[config.mk]
export PLATFORM = sky130hd
export DESIGN_NAME = lemmings_3
export DESIGN_NICKNAME = d
export VERILOG_FILES = /design/src/rtl/lemmings_pkg.sv /design/src/rtl/lemmings_3.sv
export SDC_FILE = /design/constraint.sdc
export NUM_CORES = 1
export LEC_CHECK = 0
export CORE_AREA = 2 2 39 41
export CTS_CLUSTER_SIZE = 20
export DETAILED_ROUTE_END_ITERATION = 10
export DIE_AREA = 0 0 41 43
export GPL_ROUTABILITY_DRIVEN = 0
export HOLD_SLACK_MARGIN = 0.1
export PLACE_DENSITY_LB_ADDON = 0.05
export SETUP_SLACK_MARGIN = 0.3
export SYNTH_ARGS = -nofsm -noshare
export SYNTH_HDL_FRONTEND = slang
export SYNTH_SLANG_ARGS = --single-unit
[constraint.sdc]
create_clock -name clk -period 4 [get_ports clk]
set_clock_uncertainty 0.05 [all_clocks]
set_input_delay 0.8 -clock clk [delete_from_list [all_inputs] [get_ports clk]]
set_output_delay 0.8 -clock clk [all_outputs]
set_load 0.005 [all_outputs]
[src/rtl/lemmings_pkg.sv]
// rtl/lemmings_pkg.sv - shared state encoding for the lemming walker FSM
package lemmings_pkg;

  typedef enum logic [2:0] {
    WALK_L = 3'd0,
    WALK_R = 3'd1,
    FALL_L = 3'd2,
    FALL_R = 3'd3,
    DIG_L  = 3'd4,
    DIG_R  = 3'd5
  } lemming_state_t;

  localparam lemming_state_t RESET_STATE = WALK_L;

endpackage

[src/rtl/lemmings_3.sv]
// rtl/lemmings_3.sv - Moore FSM for a lemming that walks, falls and digs
module lemmings_3
  import lemmings_pkg::*;
(
  input  logic clk,
  input  logic rst_n,
  input  logic bump_left,
  input  logic bump_right,
  input  logic ground,
  input  logic dig,
  output logic walk_left,
  output logic walk_right,
  output logic aaah,
  output logic digging
);

  lemming_state_t state;
  lemming_state_t state_nxt;

  // rst_n is active-high despite its name.
  always_ff @(posedge clk) begin
    if (rst_n) state <= RESET_STATE;
    else       state <= state_nxt;
  end

  always_comb begin
    state_nxt = state;
    unique case (state)
      WALK_L: begin
        if (!ground)        state_nxt = FALL_L;
        else if (dig)       state_nxt = DIG_L;
        else if (bump_left) state_nxt = WALK_R;
      end
      WALK_R: begin
        if (!ground)         state_nxt = FALL_R;
        else if (dig)        state_nxt = DIG_R;
        else if (bump_right) state_nxt = WALK_L;
      end
      FALL_L: if (ground)  state_nxt = WALK_L;
      FALL_R: if (ground)  state_nxt = WALK_R;
      DIG_L:  if (!ground) state_nxt = FALL_L;
      DIG_R:  if (!ground) state_nxt = FALL_R;
      // Unused encodings fall back to the reset state.
      default: state_nxt = WALK_L;
    endcase
  end

  always_comb begin
    walk_left  = 1'b0;
    walk_right = 1'b0;
    aaah       = 1'b0;
    digging    = 1'b0;
    case (state)
      WALK_L:         walk_left  = 1'b1;
      WALK_R:         walk_right = 1'b1;
      FALL_L, FALL_R: aaah       = 1'b1;
      DIG_L, DIG_R:   digging    = 1'b1;
      default:        walk_left  = 1'b1;
    endcase
  end

endmodule

==> metrics.txt <==
# TYPE chip_impl_metric gauge
chip_impl_info{name="critical_path.slowest_cell",value="sky130_fd_sc_hd__clkdlybuf4s50_1"} 1
chip_impl_metric{name="tritoncts_num_sinks",unit=""} 3
chip_impl_info{name="cp-startpoint",value="state[2]"} 1
chip_impl_metric{name="util_after_layout",unit="%"} 20.8
chip_impl_metric{name="grt_max_degree",unit=""} 9
chip_impl_metric{name="antenna_violating_nets_post_route",unit=""} 0
chip_impl_metric{name="p_comb_share",unit="%"} 15.9
chip_impl_metric{name="drc",unit=""} 0
chip_impl_metric{name="total_vias_in_the_final_route",unit=""} 171
chip_impl_metric{name="area_of_the_mapped_netlist",unit="um^2"} 151
chip_impl_metric{name="worst-r2r-setup-slack",unit="ns"} 2.65
chip_impl_metric{name="max_stage_delay",unit="ns"} 0.48
chip_impl_metric{name="report.final.setup_viol",unit=""} 0
chip_impl_metric{name="internal_power",unit="uW"} 80.5
chip_impl_metric{name="worstPathMaxFanout",unit=""} 8
chip_impl_metric{name="num_rows",unit=""} 14
chip_impl_metric{name="power_density",unit="nW/um^2"} 356
chip_impl_info{name="startpoint_type",value="register"} 1
chip_impl_metric{name="starting_density",unit="%"} 10.9
chip_impl_metric{name="synthesis.instances",unit=""} 18
chip_impl_metric{name="final.min_clock_period",unit="ns"} 2.22
chip_impl_metric{name="htree_num_levels",unit=""} 1
chip_impl_metric{name="dp_hpwl",unit="um"} 323
chip_impl_info{name="synthDominantAreaCellType",value="sky130_fd_sc_hd__dfxtp_1"} 1
chip_impl_metric{name="slew_headroom",unit="%"} 84.7
chip_impl_metric{name="route.detailed.wl_per_inst",unit="um"} 8.45
chip_impl_info{name="timing.rr.end",value="state[0]"} 1
chip_impl_metric{name="drt_iter0_drc",unit=""} 0
chip_impl_metric{name="seq_area_frac_synth",unit="%"} 39.7
chip_impl_metric{name="post-cts-setup-buffer-count",unit=""} 0
chip_impl_metric{name="design.core.area",unit="um^2"} 1380
chip_impl_metric{name="cts_inserted_buffers",unit=""} 3
chip_impl_metric{name="design_power_total",unit="uW"} 102
chip_impl_metric{name="clock_power_share",unit="%"} 51.1
chip_impl_metric{name="setup-tns-final",unit="ns"} 0
chip_impl_metric{name="layout-drive-gt1-share",unit="%"} 9.68
chip_impl_metric{name="arrival",unit="ns"} 1.37
chip_impl_metric{name="wl",unit="um"} 397
chip_impl_metric{name="clkSlewWorstSetupHoldPaths",unit="ns"} 0.04
chip_impl_metric{name="io-pin-count",unit=""} 10
chip_impl_info{name="cts_tree",value="yes"} 1
chip_impl_metric{name="synthesis.nets",unit=""} 24
chip_impl_metric{name="buffer_ports.inserted",unit=""} 9
chip_impl_metric{name="post-route-period-util",unit="%"} 55.5
chip_impl_info{name="worst_r2r_startpoint",value="state[2]"} 1
chip_impl_info{name="top_reg_by_flops",value="state"} 1
chip_impl_metric{name="post-place-ws",unit="ns"} 1.80
chip_impl_info{name="synth.area.top_cells",value="sky130_fd_sc_hd__dfxtp_1, sky130_fd_sc_hd__nor2b_1, sky130_fd_sc_hd__or4b_1"} 1
chip_impl_info{name="critPathKind",value="register to primary output"} 1
chip_impl_info{name="critPathCaptureType",value="primary output"} 1
chip_impl_info{name="worstHoldPathType",value="register to register"} 1
chip_impl_metric{name="worst-endpoint-required",unit="ns"} 3.15
chip_impl_metric{name="clock_latency",unit="ns"} 0.23
chip_impl_info{name="endpoint",value="walk_left"} 1
chip_impl_metric{name="num-nets-final",unit=""} 38
chip_impl_metric{name="areaGrowthSynthToFinish",unit="%"} 90.1
chip_impl_metric{name="largest_reg_flops",unit=""} 3
chip_impl_metric{name="grt_antenna_before_repair",unit=""} 0
chip_impl_metric{name="count_of_distinct_cell_types_in_the_synthesized_netlist",unit=""} 14
chip_impl_metric{name="timing.final.hold_violations",unit=""} 0
chip_impl_info{name="clk_root_buf",value="sky130_fd_sc_hd__clkbuf_4"} 1
chip_impl_metric{name="final_slew_violations",unit=""} 0
chip_impl_metric{name="dieWidth",unit="um"} 41
chip_impl_metric{name="grt-ovfl-total",unit=""} 0
chip_impl_metric{name="power.static_leakage",unit="uW"} 0.000113
chip_impl_metric{name="grt_first_pass_wirelength",unit="um"} 710
chip_impl_metric{name="syn_area_per_cell",unit="um^2"} 8.41
chip_impl_metric{name="synthDominantCellAreaShare",unit="%"} 39.7
chip_impl_metric{name="r2r.worst_path.cells",unit=""} 3
chip_impl_metric{name="post_cts_resize_count",unit=""} 0
chip_impl_metric{name="max_freq",unit="MHz"} 450
chip_impl_info{name="largestRegisters",value="state (3)"} 1
chip_impl_metric{name="synth.ff_latch_count",unit=""} 3
chip_impl_metric{name="grt_pass1_vias",unit=""} 181
chip_impl_metric{name="p_sw",unit="uW"} 21.8
chip_impl_metric{name="grt.total_usage",unit="%"} 6.62
chip_impl_info{name="cp_cell_sequence",value="nor3_1, a21o_1, clkdlybuf4s50_1"} 1
chip_impl_metric{name="cts.hold.buffers_added",unit=""} 0
chip_impl_metric{name="switching_share",unit="%"} 21.3
chip_impl_metric{name="power.share.sequential",unit="%"} 33.0
chip_impl_metric{name="cap_viol_max_count",unit=""} 0
chip_impl_metric{name="cts-root-to-sink-buffers",unit=""} 2
chip_impl_metric{name="worstMarginPinSlew",unit="ns"} 0.226
chip_impl_metric{name="vias_per_cell",unit=""} 3.64
chip_impl_metric{name="drt_first_pass_iters",unit=""} 1
chip_impl_info{name="rsz_0062_raised_after_global_routing",value="false"} 1
chip_impl_metric{name="insertedDiodeCount",unit=""} 0
chip_impl_info{name="outcome",value="completed"} 1
chip_impl_metric{name="timing.final.ws_setup",unit="ns"} 1.78
chip_impl_metric{name="power.ir.vdd_worst",unit="uV"} 90.5
chip_impl_metric{name="die-height",unit="um"} 43
chip_impl_metric{name="yosys_warnings",unit=""} 0
chip_impl_metric{name="area_of_the_die",unit="um^2"} 1760
## critical path: cells and delay by family (launching register included)
kind / cells / cell delay (ns)
simple gates: 1 / 0.20
flops: 1 / 0.36
compound gates: 1 / 0.10
buf+inv: 1 / 0.48
## worst min path at each step
| stage | start | to | slack (ns) | cells after the start |
|---|---|---|---|---|
| 2_1_floorplan | state[0] | state[0] | 0.43 | 2 |
| 6_report | state[0] | state[0] | 0.47 | 2 |
| 3_5_place_dp | state[0] | state[0] | 0.46 | 2 |
| 5_1_grt | state[0] | state[0] | 0.52 | 2 |
| 3_3_place_gp | state[0] | state[0] | 0.46 | 2 |
| 4_1_cts | state[0] | state[0] | 0.47 | 2 |
## routing by layer
layer	track usage [%]	vias up	wire length, um
li1	-	89	-
met1	6.41	79	149
met2	8.75	3	231
met3	1.57	0	16
met4	10.0	0	0
met5	0	-	0
## power groups by stage
| stage | registers [uW] | clock network (uW) | logic [uW] |
|---|---|---|---|
| after detailed placement | 34.3 | 0 | 16.5 |
| after global placement | 34.3 | 0 | 16.7 |
| after CTS | 33.9 | 56.2 | 16.6 |
| final | 33.8 | 52.3 | 16.2 |
| after floorplan | 33.7 | 0 | 5.80 |
| after global routing | 34.3 | 57.2 | 18.1 |
## synth_stat cells
cell,number
sky130_fd_sc_hd__dfxtp_1,3
sky130_fd_sc_hd__nor2_1,2
sky130_fd_sc_hd__nor2b_1,2
sky130_fd_sc_hd__a21o_1,1
sky130_fd_sc_hd__a21oi_1,1
sky130_fd_sc_hd__and2b_1,1
sky130_fd_sc_hd__inv_1,1
sky130_fd_sc_hd__nand2_1,1
sky130_fd_sc_hd__nor3_1,1
sky130_fd_sc_hd__nor3b_1,1
sky130_fd_sc_hd__nor4b_1,1
sky130_fd_sc_hd__o211ai_1,1
sky130_fd_sc_hd__o21ai_1,1
sky130_fd_sc_hd__or4b_1,1
## final cells by class
class / count / area (um^2)
inverter: 1 / 3.75
fill: 155 / 1100
clock buffer: 4 / 26.3
timing repair buffer: 9 / 90.1
tap: 16 / 20.0
multi-input combinational: 14 / 87.6
sequential: 3 / 60.1
## per-stage QoR
stage / hold WS, ns / instances / area (um^2)
2_1_floorplan: 0.429 / 18 / 151
3_3_place_gp: 0.461 / 43 / 262
3_5_place_dp: 0.464 / 43 / 262
4_1_cts: 0.473 / 47 / 288
5_1_grt: 0.515 / 47 / 288
6_report: 0.471 / 47 / 288
## cell families after synthesis
logic type / count (synthesis) / synth area share, %
AND/OR/NAND/NOR: 10 / 41.3
AO/OA/AOI/OAI: 4 / 16.5
flip-flops: 3 / 39.7
buffers and inverters: 1 / 2.48
## layout by cell type, fill, tap and decap left out, types with 2 or more instances in the layout
cell / count
sky130_fd_sc_hd__clkbuf_4: 3
sky130_fd_sc_hd__dfxtp_1: 3
sky130_fd_sc_hd__clkdlybuf4s50_1: 9
sky130_fd_sc_hd__nor2b_1: 2
sky130_fd_sc_hd__nor2_1: 2
Power figures use the tool's default switching activity.
